===== src/rtl/uart_pkg.sv =====
// Shared types and helpers for the UART receive path.
// Frame: start, 8 data bits LSB-first, even parity, stop.
package uart_pkg;

    typedef enum logic [2:0] {
        IDLE,
        START,
        DATA,
        PARITY,
        STOP,
        WAIT_HIGH
    } rx_state_t;

    localparam int DATA_BITS  = 8;
    localparam int FRAME_BITS = 11;

    function automatic int ticks_per_bit(input int clk_freq, input int baud);
        return clk_freq / baud;
    endfunction

endpackage


===== src/rtl/uart_rx_sync.sv =====
// Two-flop synchronizer for the serial line plus falling-edge detect.
// All flops reset high so reset release never looks like a start edge.
module uart_rx_sync
    import uart_pkg::*;
(
    input  logic clk_i,
    input  logic reset_i,
    input  logic rx_i,
    output logic rx_s_o,
    output logic fall_edge_o
);

    logic meta_q;
    logic sync_q;
    logic prev_q;

    always_ff @(posedge clk_i) begin
        if (reset_i) begin
            meta_q <= 1'b1;
            sync_q <= 1'b1;
            prev_q <= 1'b1;
        end else begin
            meta_q <= rx_i;
            sync_q <= meta_q;
            prev_q <= sync_q;
        end
    end

    assign rx_s_o      = sync_q;
    assign fall_edge_o = prev_q & ~sync_q;

endmodule


===== src/rtl/uart_receiver.sv =====
// UART receiver: mid-bit 3-sample majority vote, 8E1 framing,
// byte presented with a one-cycle strobe plus held error flags.
module uart_receiver
    import uart_pkg::*;
#(
    parameter int CLK_FREQ  = 50_000_000,
    parameter int BAUD_RATE = 115200
) (
    input  logic                 clk,
    input  logic                 reset,
    input  logic                 rx_in,
    output logic [DATA_BITS-1:0] rx_data,
    output logic                 rx_valid,
    output logic                 rx_parity_err,
    output logic                 rx_frame_err,
    output logic                 rx_busy
);

    localparam int TICKS = ticks_per_bit(CLK_FREQ, BAUD_RATE);
    localparam int HALF  = TICKS / 2;
    localparam int TW    = $clog2(TICKS);

    localparam logic [TW-1:0] T_LAST = TW'(TICKS - 1);
    localparam logic [TW-1:0] T_S0   = TW'(HALF - 1);
    localparam logic [TW-1:0] T_S1   = TW'(HALF);
    localparam logic [TW-1:0] T_DEC  = TW'(HALF + 1);

    logic rx_s;
    logic fall_edge;

    uart_rx_sync u_sync (
        .clk_i       (clk),
        .reset_i     (reset),
        .rx_i        (rx_in),
        .rx_s_o      (rx_s),
        .fall_edge_o (fall_edge)
    );

    rx_state_t            state_q;
    logic [TW-1:0]        timer_q;
    logic [TW-1:0]        timer_d;
    logic [2:0]           bit_idx_q;
    logic [DATA_BITS-1:0] shift_q;
    logic                 parity_q;
    logic [1:0]           samp_q;
    logic [DATA_BITS-1:0] data_q;
    logic                 perr_q;
    logic                 ferr_q;
    logic                 valid_q;
    logic                 busy_q;

    logic decide;
    logic bit_v;

    // Third vote is the live sample at the decision tick.
    assign bit_v = (samp_q[0] & samp_q[1])
                 | (samp_q[0] & rx_s)
                 | (samp_q[1] & rx_s);

    assign decide  = (timer_q == T_DEC);
    assign timer_d = (timer_q == T_LAST) ? '0 : timer_q + 1'b1;

    always_ff @(posedge clk) begin
        if (reset) begin
            state_q   <= IDLE;
            timer_q   <= '0;
            bit_idx_q <= '0;
            shift_q   <= '0;
            parity_q  <= 1'b0;
            samp_q    <= 2'b11;
            data_q    <= '0;
            perr_q    <= 1'b0;
            ferr_q    <= 1'b0;
            valid_q   <= 1'b0;
            busy_q    <= 1'b0;
        end else begin
            valid_q <= 1'b0;
            if (timer_q == T_S0) samp_q[0] <= rx_s;
            if (timer_q == T_S1) samp_q[1] <= rx_s;

            unique case (state_q)
                IDLE: begin
                    if (fall_edge) begin
                        state_q <= START;
                        timer_q <= '0;
                        busy_q  <= 1'b1;
                    end
                end
                START: begin
                    timer_q <= timer_d;
                    if (decide) begin
                        if (bit_v) begin
                            state_q <= IDLE;
                            busy_q  <= 1'b0;
                        end else begin
                            state_q   <= DATA;
                            bit_idx_q <= '0;
                        end
                    end
                end
                DATA: begin
                    timer_q <= timer_d;
                    if (decide) begin
                        shift_q   <= {bit_v, shift_q[DATA_BITS-1:1]};
                        bit_idx_q <= bit_idx_q + 3'd1;
                        if (bit_idx_q == 3'd7) state_q <= PARITY;
                    end
                end
                PARITY: begin
                    timer_q <= timer_d;
                    if (decide) begin
                        parity_q <= bit_v;
                        state_q  <= STOP;
                    end
                end
                STOP: begin
                    timer_q <= timer_d;
                    if (decide) begin
                        data_q  <= shift_q;
                        perr_q  <= (^shift_q) != parity_q;
                        ferr_q  <= ~bit_v;
                        valid_q <= 1'b1;
                        if (bit_v) begin
                            state_q <= IDLE;
                            busy_q  <= 1'b0;
                        end else begin
                            state_q <= WAIT_HIGH;
                        end
                    end
                end
                WAIT_HIGH: begin
                    if (rx_s) begin
                        state_q <= IDLE;
                        busy_q  <= 1'b0;
                    end
                end
                default: begin
                    state_q <= IDLE;
                    busy_q  <= 1'b0;
                end
            endcase
        end
    end

    assign rx_data       = data_q;
    assign rx_valid      = valid_q;
    assign rx_parity_err = perr_q;
    assign rx_frame_err  = ferr_q;
    assign rx_busy       = busy_q;

endmodule


===== config.mk =====
export PLATFORM = sky130hd
export DESIGN_NAME = uart_receiver
export DESIGN_NICKNAME = d
export VERILOG_FILES = /design/src/rtl/uart_pkg.sv /design/src/rtl/uart_rx_sync.sv /design/src/rtl/uart_receiver.sv
export SDC_FILE = /design/constraint.sdc
export NUM_CORES = 1
export LEC_CHECK = 0
export BUFFER_PORTS_ARGS = -buffer_cell sky130_fd_sc_hd__buf_2
export CAP_MARGIN = 10
export CORE_ASPECT_RATIO = 1.1
export CORE_MARGIN = 10
export CORE_UTILIZATION = 25
export DETAILED_ROUTE_END_ITERATION = 16
export HOLD_SLACK_MARGIN = 0.02
export PLACE_DENSITY = 0.51
export SLEW_MARGIN = 25
export SYNTH_ARGS = -nofsm -noshare
export SYNTH_HDL_FRONTEND = slang
export SYNTH_HIERARCHICAL = 1
export SYNTH_SLANG_ARGS = --single-unit

===== constraint.sdc =====
create_clock -name clk -period 1.88 [get_ports clk]
set_input_delay 0.094 -clock clk [delete_from_list [all_inputs] [get_ports clk]]
set_output_delay 0.094 -clock clk [all_outputs]
set_load 0.03 [all_outputs]

==> reports/qor_table.md <==
| Quantity | Reported | Unit |
|---|---|---|
| Fraction of layout cells with a size suffix above 1 | 0.187 | - |
| Clock latency reported for the late side of the worst-skew pair | 0.29 | ns |
| Routed Wire Length | 3.85 | mm |
| Synth Area in Simple Gates | 0.228 | - |
| Cell count after synthesis | 203 | - |
| Wire length of the first global-routing pass | 6.66 | mm |
| Total setup buffers inserted after CTS | 0 | - |
| Routed len/inst | 11.5 | µm |
| Largest family of logic cells by synthesized area | simple AND/OR/NAND/NOR gates | - |
| TNS Setup | 0 | ns |
| Delay-heaviest family, CP | simple AND/OR/NAND/NOR gates | - |
| Final Hold Fails | 0 | - |
| Leakage component of the power | 0.946 | nW |
| Final antenna diode count | 0 | - |
| Standard cell core area | 7470 | µm² |
| Post-synthesis share of cell area spent on full adders, half adders and majority gates | 0.0444 | - |
| Port Buffer Count | 14 | - |
| Net Sw Power | 0.527 | mW |
| Syn nets | 212 | - |
| Number of clock buffers inserted by TritonCTS | 5 | - |
| CP bufs+invs | 0 | - |
| Detail Placement HPWL | 2.80 | mm |
| Design Area, Final | 2320 | µm² |
| Aggregate global routing overflow | 0 | - |
| Detailed-route DRC error count | 0 | - |
| Critical-path maximum fanout | 7 | - |
| Number of flops mapped to enable cells by yosys | 0 | - |
| Routability-driven placement congestion ratio | 0.740 | - |
| Clock share of power | 0.374 | - |
| Power density cells | 839 | nW/µm² |
| Standard-cell rows | 33 | - |
| Result of the run | finished clean | - |
| Post-synthesis compound-gate area fraction | 0.0907 | - |
| Area contributors post-synth | dfxtp_1 (43%), mux2i_1 (10%), nor2_1 (7.6%) | - |
| Fin crit share | 0.947 | - |
| Largest incremental delay on the critical path | 0.43 | ns |
| Final setup viols | 0 | - |
| Root buf cell | clkbuf_8 | - |
| Via count | 1,450 | - |
| Area Overhead vs Synth | 20.9 | % |
| Worst R2R Start | timer_q[2]$_SDFFE_PP0P_ | - |
| Detailed Route Iter0 Violations | 70 | - |
| Power share of the combinational group | 0.145 | - |
| Mean instance size in the synthesized netlist | 9.45 | µm² |
| Unrepaired setup endpoints after global routing | false | - |
| Proportion of register bits with asynchronous set or reset after synthesis | 0 | - |
| Clock Sinks | 41 | - |
| Proportion of total power due to net switching | 0.271 | - |
| Max Clk Rate | 562 | MHz |
| CTS clock-pin slew for the worst setup and hold paths | 0.09 | ns |
| Most area-hungry cell type in the Yosys netlist | dfxtp_1 | - |
| Launching instance or port of the critical path | timer_q[2]$_SDFFE_PP0P_ | - |
| Slew at the pin with the worst max-slew slack | 0.438 | ns |
| Sequential-to-total area share from yosys stat | 0.428 | - |
| Worst-path cell with the longest stage delay | nor4b_4 | - |
| Die Width | 104 | µm |
| Worst IR Drop VDD | 0.235 | mV |
| Number of global-route vias before repair | 1,410 | - |
| Instance area at placement | 2190 | µm² |
| Count of maximum capacitance violations | 0 | - |
| Clock tree from TritonCTS | yes | - |
| Fraction of synthesized cell area in xor and xnor cells | 0.0802 | - |
| Number of max-slew violations in the final report | 0 | - |
| GRT Resource Usage Total | 0.0672 | - |
| Final critical delay including setup and external delays | 1.78 | ns |
| Routed via count divided by cell count | 4.33 | - |
| Headroom to the max-slew limit | 0.705 | - |
| Seq pwr share | 0.481 | - |
| CP Data Required Time | 2.11 | ns |
| Number of buffers on the longest clock path | 2 | - |
| Drt pass-1 iters | 4 | - |
| Antenna violations before repair | 0 | - |
| Share of the synthesized area in the top cell type | 0.428 | - |
| Type of origin of the critical path | flip-flop | - |
| Yosys reg bits | 41 | - |
| Library cell with the highest instance count after synthesis | dfxtp_1 | - |
| Maximum number of pins on one net before global-route repair | 21 | - |
| Worst hold-check path type | in -> reg | - |
| Starting density of the core | 0.257 | - |
| Count of distinct cell types in the synthesized netlist | 41 | - |
| Hold path start | reset | - |
| Clock tree skew after final layout | 0.00735 | ns |
| Height of the chip | 112 | µm |
| Design internal power | 1.42 | mW |
| Most used flip-flop cell after synthesis | dfxtp_1 | - |
| Num ports | 15 | - |
| Routed Antenna Nets | 0 | - |
| Data arrival time of the worst path | 2.01 | ns |
| Synthesis Warnings | 6 | - |
| Sort of element at the end of the critical path | flip-flop | - |
| Cell chain of the critical path | nor4b_4, nand3_4, a32o_1, or3_1, a21oi_1 | - |
| List of most frequent post-synthesis cells | dfxtp_1 (41), nor2_1 (39), mux2i_1 (20), xnor2_1 (10) | - |
| NumNets Final | 238 | - |
| Number of levels the H-tree was split into | 2 | - |
| Post-synthesis cell area | 1920 | µm² |
| Mux cell area share after synthesis | 0.104 | - |
| Setup CP Type | reg -> reg | - |
| Die Outline Area | 11,600 | µm² |
==> metal layers <==
metal,GRT usage,share of wire
met1,0.0825,0.49
met2,0.107,0.46
met3,0.0115,0.023
met4,0.0424,0.026
met5,0,0
==> flip-flops by register name, summed over array words and instances, names as in the netlist <==
name           flops
u_sync/prev_q      1
state_q            3
samp_q             2
rx_busy            1
rx_data            8
rx_parity_err      1
parity_q           1
shift_q            8
bit_idx_q          3
timer_q            9
u_sync/rx_s_o      1
rx_frame_err       1
rx_valid           1
u_sync/meta_q      1
==> worst reg2reg max path, stage by stage, from the launching register on <==
cell and delay [ns]:
dfxtp_1 0.39, nor4b_4 0.43, nand3_4 0.14, a32o_1 0.29
or3_1 0.31, a21oi_1 0.13
==> area by class of cell <==
type / count / area, µm²
clock buffers: 5 / 68.8
clock inverters: 3 / 46.3
fillers: 802 / 5150
inverters: 3 / 11.3
multi-input cells: 150 / 1050
flip-flops and latches: 41 / 821
well taps: 105 / 131
repair buffers: 28 / 190
==> cells by family after synthesis <==
| group | count (synthesis) |
|---|---|
| AND/OR/NAND/NOR | 81 |
| flip-flops | 41 |
| AO/OA/AOI/OAI | 26 |
| multiplexers | 20 |
| XOR/XNOR | 16 |
| buffers and inverters | 12 |
| adder cells (fa/ha/maj) | 7 |
==> power by group through the flow <==
stage,combinational (mW),sequential (mW),clock [mW]
6_report,0.282,0.936,0.727
5_1_grt,0.312,0.943,0.777
4_1_cts,0.285,0.936,0.754
3_5_place_dp,0.283,0.956,0
3_3_place_gp,0.280,0.957,0
2_1_floorplan,0.204,0.957,0
==> timing repair <==
| action | 4_1_cts | 5_1_grt |
|---|---|---|
| hold buffers | 1 | 0 |
| resized for setup | 0 | 0 |
| hold endpoints to repair | 1 | 0 |
==> per-stage QoR <==
step,instances,setup slack (ns),hold WS [ns],utilization,total power [mW]
2_1_floorplan,203,0.194,0.191,-,1.16
3_3_place_gp,326,0.173,0.277,0.293,1.24
3_5_place_dp,326,0.117,0.284,0.293,1.24
4_1_cts,335,0.112,0.147,0.310,1.98
5_1_grt,335,0.0260,0.167,0.310,2.03
6_report,335,0.100,0.154,0.310,1.95
==> cell usage in the layout, fill, tap and decap left out, types with 4 or more instances in the layout <==
cell and instances:
xor2_1 5, buf_2 14, nor2_1 39, buf_4 12, o21ai_0 6, xnor2_1 10, nand4_1 4, clkbuf_8 5
nor3_1 4, a21oi_1 7, dfxtp_1 41, ha_1 6, mux2i_1 20, nand2_1 7
==> final timing paths <==
check                                  end  slack (ns)  cells after the start
setup / recovery   state_q[0]$_SDFFE_PP0P_        0.10                      5
hold / removal     shift_q[2]$_SDFFE_PP0P_        0.15                      2
setup reg to reg   state_q[0]$_SDFFE_PP0P_        0.10                      5
hold reg to reg   u_sync/rx_s_o$_SDFF_PP1_        0.41                      1
No activity file was read; power rests on OpenSTA's default activity.
